==> config.mk <==
export PLATFORM = sky130hd
export DESIGN_NAME = tri_vertex_feeder_flat
export DESIGN_NICKNAME = d
export VERILOG_FILES = /design/src/rtl/tri_vertex_feeder_if.sv /design/src/rtl/tri_vertex_feeder.sv /design/src/flat_wrapper.sv
export SDC_FILE = /design/constraint.sdc
export NUM_CORES = 1
export LEC_CHECK = 0
export BUFFER_PORTS_ARGS = -buffer_cell sky130_fd_sc_hd__buf_4
export CAP_MARGIN = 40
export CORE_ASPECT_RATIO = 1.1
export CORE_MARGIN = 4
export CORE_UTILIZATION = 35
export DETAILED_ROUTE_END_ITERATION = 12
export SLEW_MARGIN = 20
export SYNTH_ARGS = -nofsm -noshare
export SYNTH_HDL_FRONTEND = slang
export SYNTH_SLANG_ARGS = --single-unit
==> constraint.sdc <==
create_clock -name clk -period 4.4 [get_ports clk]
set_input_delay 0.44 -clock clk [delete_from_list [all_inputs] [get_ports clk]]
set_output_delay 0.44 -clock clk [all_outputs]
set_load 0.01 [all_outputs]
==> src/rtl/tri_vertex_feeder_if.sv <==
// Host-to-feeder vertex stream. A vertex transfers on a rising edge where
// vin_valid && vin_ready; the host holds x/y stable while valid waits for ready.
interface tri_vertex_feeder_if;
    logic       vin_valid;
    logic       vin_ready;
    logic [2:0] vin_x;
    logic [2:0] vin_y;

    modport master (output vin_valid, output vin_x, output vin_y, input vin_ready);
    modport slave  (input vin_valid, input vin_x, input vin_y, output vin_ready);
endinterface

==> src/rtl/tri_vertex_feeder.sv <==
// Vertex FIFO plus sequencer that groups vertices into triangles and replays
// them into the engine's nt/xi/yi protocol whenever the engine is idle.
module tri_vertex_feeder #(
    parameter int DEPTH        = 12,
    parameter int BUSY_TIMEOUT = 8
) (
    input  logic                         clk,
    input  logic                         reset,
    tri_vertex_feeder_if.slave           vin,
    input  logic                         busy,
    output logic                         nt,
    output logic [2:0]                   xo,
    output logic [2:0]                   yo,
    output logic [$clog2(DEPTH+1)-1:0]   level,
    output logic [7:0]                   tri_count,
    output logic [2:0]                   dbg_state
);
    localparam int PW = (DEPTH > 1) ? $clog2(DEPTH) : 1;
    localparam int LW = $clog2(DEPTH + 1);
    localparam int TW = $clog2(BUSY_TIMEOUT + 1);

    typedef enum logic [2:0] {
        IDLE    = 3'd0,
        SEND1   = 3'd1,
        SEND2   = 3'd2,
        SEND3   = 3'd3,
        WAIT_HI = 3'd4,
        WAIT_LO = 3'd5
    } state_t;

    state_t          state_q, state_d;
    logic [PW-1:0]   wr_ptr_q, wr_ptr_d;
    logic [PW-1:0]   rd_ptr_q, rd_ptr_d;
    logic [LW-1:0]   level_q, level_d;
    logic            nt_q, nt_d;
    logic [2:0]      xo_q, xo_d;
    logic [2:0]      yo_q, yo_d;
    logic [7:0]      tri_q, tri_d;
    logic [TW-1:0]   tmo_q, tmo_d;

    logic [5:0]      mem [DEPTH];
    logic [5:0]      rd_data;
    logic            push;
    logic            pop;

    function automatic logic [PW-1:0] ptr_next(input logic [PW-1:0] p);
        return (p == PW'(DEPTH - 1)) ? '0 : p + PW'(1);
    endfunction

    assign vin.vin_ready = (level_q < LW'(DEPTH));
    assign push          = vin.vin_valid && vin.vin_ready;
    assign rd_data       = mem[rd_ptr_q];

    always_comb begin
        state_d = state_q;
        nt_d    = 1'b0;
        xo_d    = 3'd0;
        yo_d    = 3'd0;
        tri_d   = tri_q;
        tmo_d   = tmo_q;
        pop     = 1'b0;
        case (state_q)
            IDLE: begin
                if (level_q >= LW'(3) && !busy) begin
                    pop          = 1'b1;
                    nt_d         = 1'b1;
                    {xo_d, yo_d} = rd_data;
                    state_d      = SEND1;
                end
            end
            SEND1: begin
                pop          = 1'b1;
                {xo_d, yo_d} = rd_data;
                state_d      = SEND2;
            end
            SEND2: begin
                pop          = 1'b1;
                {xo_d, yo_d} = rd_data;
                state_d      = SEND3;
            end
            SEND3: begin
                tri_d   = tri_q + 8'd1;
                tmo_d   = '0;
                state_d = WAIT_HI;
            end
            WAIT_HI: begin
                // An engine that never raises busy is assumed to have finished already.
                if (busy) begin
                    state_d = WAIT_LO;
                end else begin
                    tmo_d = tmo_q + TW'(1);
                    if (tmo_d == TW'(BUSY_TIMEOUT)) state_d = IDLE;
                end
            end
            WAIT_LO: begin
                if (!busy) state_d = IDLE;
            end
            default: state_d = IDLE;
        endcase

        wr_ptr_d = push ? ptr_next(wr_ptr_q) : wr_ptr_q;
        rd_ptr_d = pop  ? ptr_next(rd_ptr_q) : rd_ptr_q;
        case ({push, pop})
            2'b10:   level_d = level_q + LW'(1);
            2'b01:   level_d = level_q - LW'(1);
            default: level_d = level_q;
        endcase
    end

    always_ff @(posedge clk or posedge reset) begin
        if (reset) begin
            state_q  <= IDLE;
            wr_ptr_q <= '0;
            rd_ptr_q <= '0;
            level_q  <= '0;
            nt_q     <= 1'b0;
            xo_q     <= 3'd0;
            yo_q     <= 3'd0;
            tri_q    <= 8'd0;
            tmo_q    <= '0;
        end else begin
            state_q  <= state_d;
            wr_ptr_q <= wr_ptr_d;
            rd_ptr_q <= rd_ptr_d;
            level_q  <= level_d;
            nt_q     <= nt_d;
            xo_q     <= xo_d;
            yo_q     <= yo_d;
            tri_q    <= tri_d;
            tmo_q    <= tmo_d;
        end
    end

    // Storage needs no reset: occupancy and pointers define which entries are live.
    always_ff @(posedge clk) begin
        if (push) mem[wr_ptr_q] <= {vin.vin_x, vin.vin_y};
    end

    assign nt        = nt_q;
    assign xo        = xo_q;
    assign yo        = yo_q;
    assign level     = level_q;
    assign tri_count = tri_q;
    assign dbg_state = state_q;
endmodule
==> src/flat_wrapper.sv <==
// flat-port wrapper written by rule: the top's interface ports become plain ports
module tri_vertex_feeder_flat 
#(
    parameter int DEPTH        = 12,
    parameter int BUSY_TIMEOUT = 8
)
  (clk, reset, busy, nt, xo, yo, level, tri_count, dbg_state, vin_vin_valid, vin_vin_x, vin_vin_y, vin_vin_ready);
  tri_vertex_feeder_if vin_i ();
  input  logic clk;
  input  logic reset;
  input  logic busy;
  output logic nt;
  output logic [2:0] xo;
  output logic [2:0] yo;
  output logic [$clog2(DEPTH+1)-1:0] level;
  output logic [7:0] tri_count;
  output logic [2:0] dbg_state;
  input wire logic [$bits(vin_i.vin_valid)-1:0] vin_vin_valid;
  input wire logic [$bits(vin_i.vin_x)-1:0] vin_vin_x;
  input wire logic [$bits(vin_i.vin_y)-1:0] vin_vin_y;
  output wire logic [$bits(vin_i.vin_ready)-1:0] vin_vin_ready;
  assign vin_i.vin_valid = vin_vin_valid;
  assign vin_i.vin_x = vin_vin_x;
  assign vin_i.vin_y = vin_vin_y;
  assign vin_vin_ready = vin_i.vin_ready;
  tri_vertex_feeder #(.DEPTH(DEPTH), .BUSY_TIMEOUT(BUSY_TIMEOUT)) u_core (.clk(clk), .reset(reset), .vin(vin_i), .busy(busy), .nt(nt), .xo(xo), .yo(yo), .level(level), .tri_count(tri_count), .dbg_state(dbg_state));
endmodule
==> flow_metrics.tcl <==
set metrics [dict create \
    status "complete, no violations" \
    critPathMaxFanout 12 \
    grt_pass1_wl_microns 12830 \
    synth_edf_count 72 \
    fmax_mhz 355.0 \
    register_area_sq_um 3013 \
    cts_made_buffers 9 \
    synth_async_sr_flop_share 0.3208 \
    syn_avg_cell_area_sq_um 15.68 \
    firstDrtPassIters 4 \
    drv_slew 0 \
    synth_area_sq_um 4453 \
    placement.io_buffers 32 \
    syn-num-nets 304 \
    synth_fa_ha_area_frac 0.02810 \
    drc 0 \
    grt.overflow.total 0 \
    die_x_microns 115.5 \
    ctsHtreeMaxLevel 3 \
    die_area_sq_um 14590 \
    synth-seq-cells 106 \
    yosys.area_share.simple 0.08486 \
    arrival_ns 3.07 \
    ys_top_cells_by_count "edfxtp_1, dfrtp_1, nor2_1" \
    drt-wirelength-per-cell_microns 16.39 \
    skew_ns 0.006277 \
    slew_headroom 0.6648 \
    cts-root-buf "clkbuf_16" \
    netlist_instances 284 \
    clk-insertion-delay-late_ns 0.34 \
    dp_hpwl_microns 5404 \
    grt_max_degree 35 \
    cts.sinks 106 \
    nets 338 \
    track_usage 0.1156 \
    start_util 0.3637 \
    detail-route-antenna-nets 0 \
    fin_crit_sh 0.6403 \
    required_ns 4.66 \
    setup_violations 0 \
    cpMaxStageDelayCell "o22a_1" \
    synth_largest_area_cell "edfxtp_1" \
    drt_iter0_drc 131 \
    wl_microns 7817 \
    holdBufCountCts 0 \
    cp-end-kind "flop" \
    slowest_delay_ns 0.48 \
    ios 33 \
    yosysWarnings 0 \
    fill_cells 1087 \
    die_y_microns 126.3 \
    fin_tns_setup_ns 0 \
    finalWeightedCongestion 0.7670 \
    clockBufferDepth 2 \
    synth_ff_type "edfxtp_1" \
    period_needed_ns 2.817 \
    dp_cells 461 \
    ys_types 43 \
    synth_seq_area_share 0.6766 \
    fin_area_sq_um 5152 \
    cts.clk_slew.worst_paths_ns 0.07 \
    instances_no_fill 477 \
    power.density_nw_per_um2 646.9 \
    timing_worst_slew_pin_value_ns 0.5028 \
    hold_class "primary input to asynchronous set/reset pin" \
    drive_gt1_frac 0.2260 \
    cap_violations 0 \
    cts_tree "yes" \
    grt_pass1_vias 2394 \
    synth.area.top_cells "edfxtp_1, dfrtp_1, mux4_2" \
    ir_worst_vdd_mv 0.2827 \
    worst-path-buf-inv 1 \
    synth_compound_area_frac 0.05086 \
    yosys-mux-area-fraction 0.1141 \
    netlist.area_leader.share 0.4855 \
    fin_ws_ns 1.583 \
    core_area_sq_um 12240 \
    hold_violations 0 \
    via_per_inst 4.945 \
    cp_cell_sequence "a211oi_1 > o22a_1 > inv_1 > ha_1 > or3b_2 > a31oi_1 > xor2_1" \
    multiInputGateArea_sq_um 1360 \
    vias 2359 \
    yosysMostFrequentCell "edfxtp_1" \
    synthToLayoutAreaGrowth_pct 15.71 \
    start_kind "flop" \
    cts_setup_buffers 0 \
    holdWs_ns 0.1912 \
    grt_antenna_before_repair 0 \
    synth-xor-area-share 0.02754 \
    place_area_sq_um 4875 \
    critical_path_class "flop to flop" \
    antenna_cells 0 \
    rsz0062_at_grt "no" \
    cts_resized 0 \
    dp_slack_ns 1.533 \
    crit_family "compound AO/OA/AOI/OAI gates" \
    num_rows 42 \
    synth_top_family_by_area "multiplexers" \
    leakagePower_uw 0.001971 \
]
-- registers in the layout, indices dropped and copies added (netlist names) --
register          count
u_core.dbg_state      3
u_core.level          4
u_core.mem           72
u_core.nt             1
u_core.rd_ptr_q       4
u_core.tmo_q          4
u_core.tri_count      8
u_core.wr_ptr_q       4
u_core.xo             3
u_core.yo             3
-- final timing paths --
path / startpoint / endpoint / slack (ns) / cells past startpoint
setup / recovery: u_core.level[0] / u_core.level[3] / 1.58 / 7
hold / removal: reset / u_core.xo[2] / 0.19 / 3
setup reg to reg: u_core.level[0] / u_core.level[3] / 1.58 / 7
hold reg to reg: u_core.tri_count[7] / u_core.tri_count[7] / 0.47 / 1
max in group asynchronous: reset / u_core.wr_ptr_q[1] / 3.89 / 3
min in group clk: busy / u_core.dbg_state[0] / 0.35 / 3
-- kinds of logic (layout without fill, tap and decap cells) --
group,after synthesis,in the layout
AND/OR/NAND/NOR,75,75
XOR/XNOR,14,14
flip-flops,106,106
adder cells (fa/ha/maj),10,10
buffers and inverters,19,58
AO/OA/AOI/OAI,32,32
multiplexers,28,28
-- placed cells by master, fill, tap and decap left out, types with 2 or more instances in the layout --
cell type   instances
nand3b_1            2
a211oi_1            7
clkinvlp_4          2
nand2_1            17
clkbuf_16           9
edfxtp_1           72
dfrtp_1            34
inv_1               7
nand2b_1            3
o21ai_0             3
nor3_1              2
and2_1              7
buf_4              34
mux2_2              2
nand3_1             6
nor2_1             21
ha_1               10
mux2i_1             8
xor2_1              7
a21oi_1             6
nand4_1             2
and3_1              8
mux4_2             18
a21o_1              3
a311oi_1            3
xnor2_1             7
-- routing by layer --
layer,part of all wire,vias to the layer above,global-route usage
li1,-,1146,-
met1,0.45,1172,0.1463
met2,0.50,37,0.1894
met3,0.035,4,0.02716
met4,0.013,0,0.04972
met5,0,-,0
-- through the flow --
| stage | total power [uW] | utilization |
|---|---|---|
| after floorplan | 2267 | - |
| after global placement | 2580 | 0.3959 |
| after detailed placement | 2635 | 0.3981 |
| after CTS | 3389 | 0.4208 |
| after global routing | 3570 | 0.4208 |
| final | 3333 | 0.4208 |
-- power by group --
group | switching [uW] | internal [uW]
Sequential | 188 | 1260
Combinational | 570 | 570
Clock | 353 | 390
Total | 1110 | 2220
-- tightest hold or removal path, stage by stage --
cell	delay [ns]
buf_4	0.10
inv_1	0.04
buf_4	0.37
-- final cells by class --
type                       instances  area share
timing repair buffer              35     0.05488
tap                              154     0.03740
inverter                           7    0.005100
clock buffer                      10     0.04444
multi-input combinational        159      0.2640
sequential                       106      0.5848
clock inverter                     6    0.009471
Power figures use the tool's default switching activity.
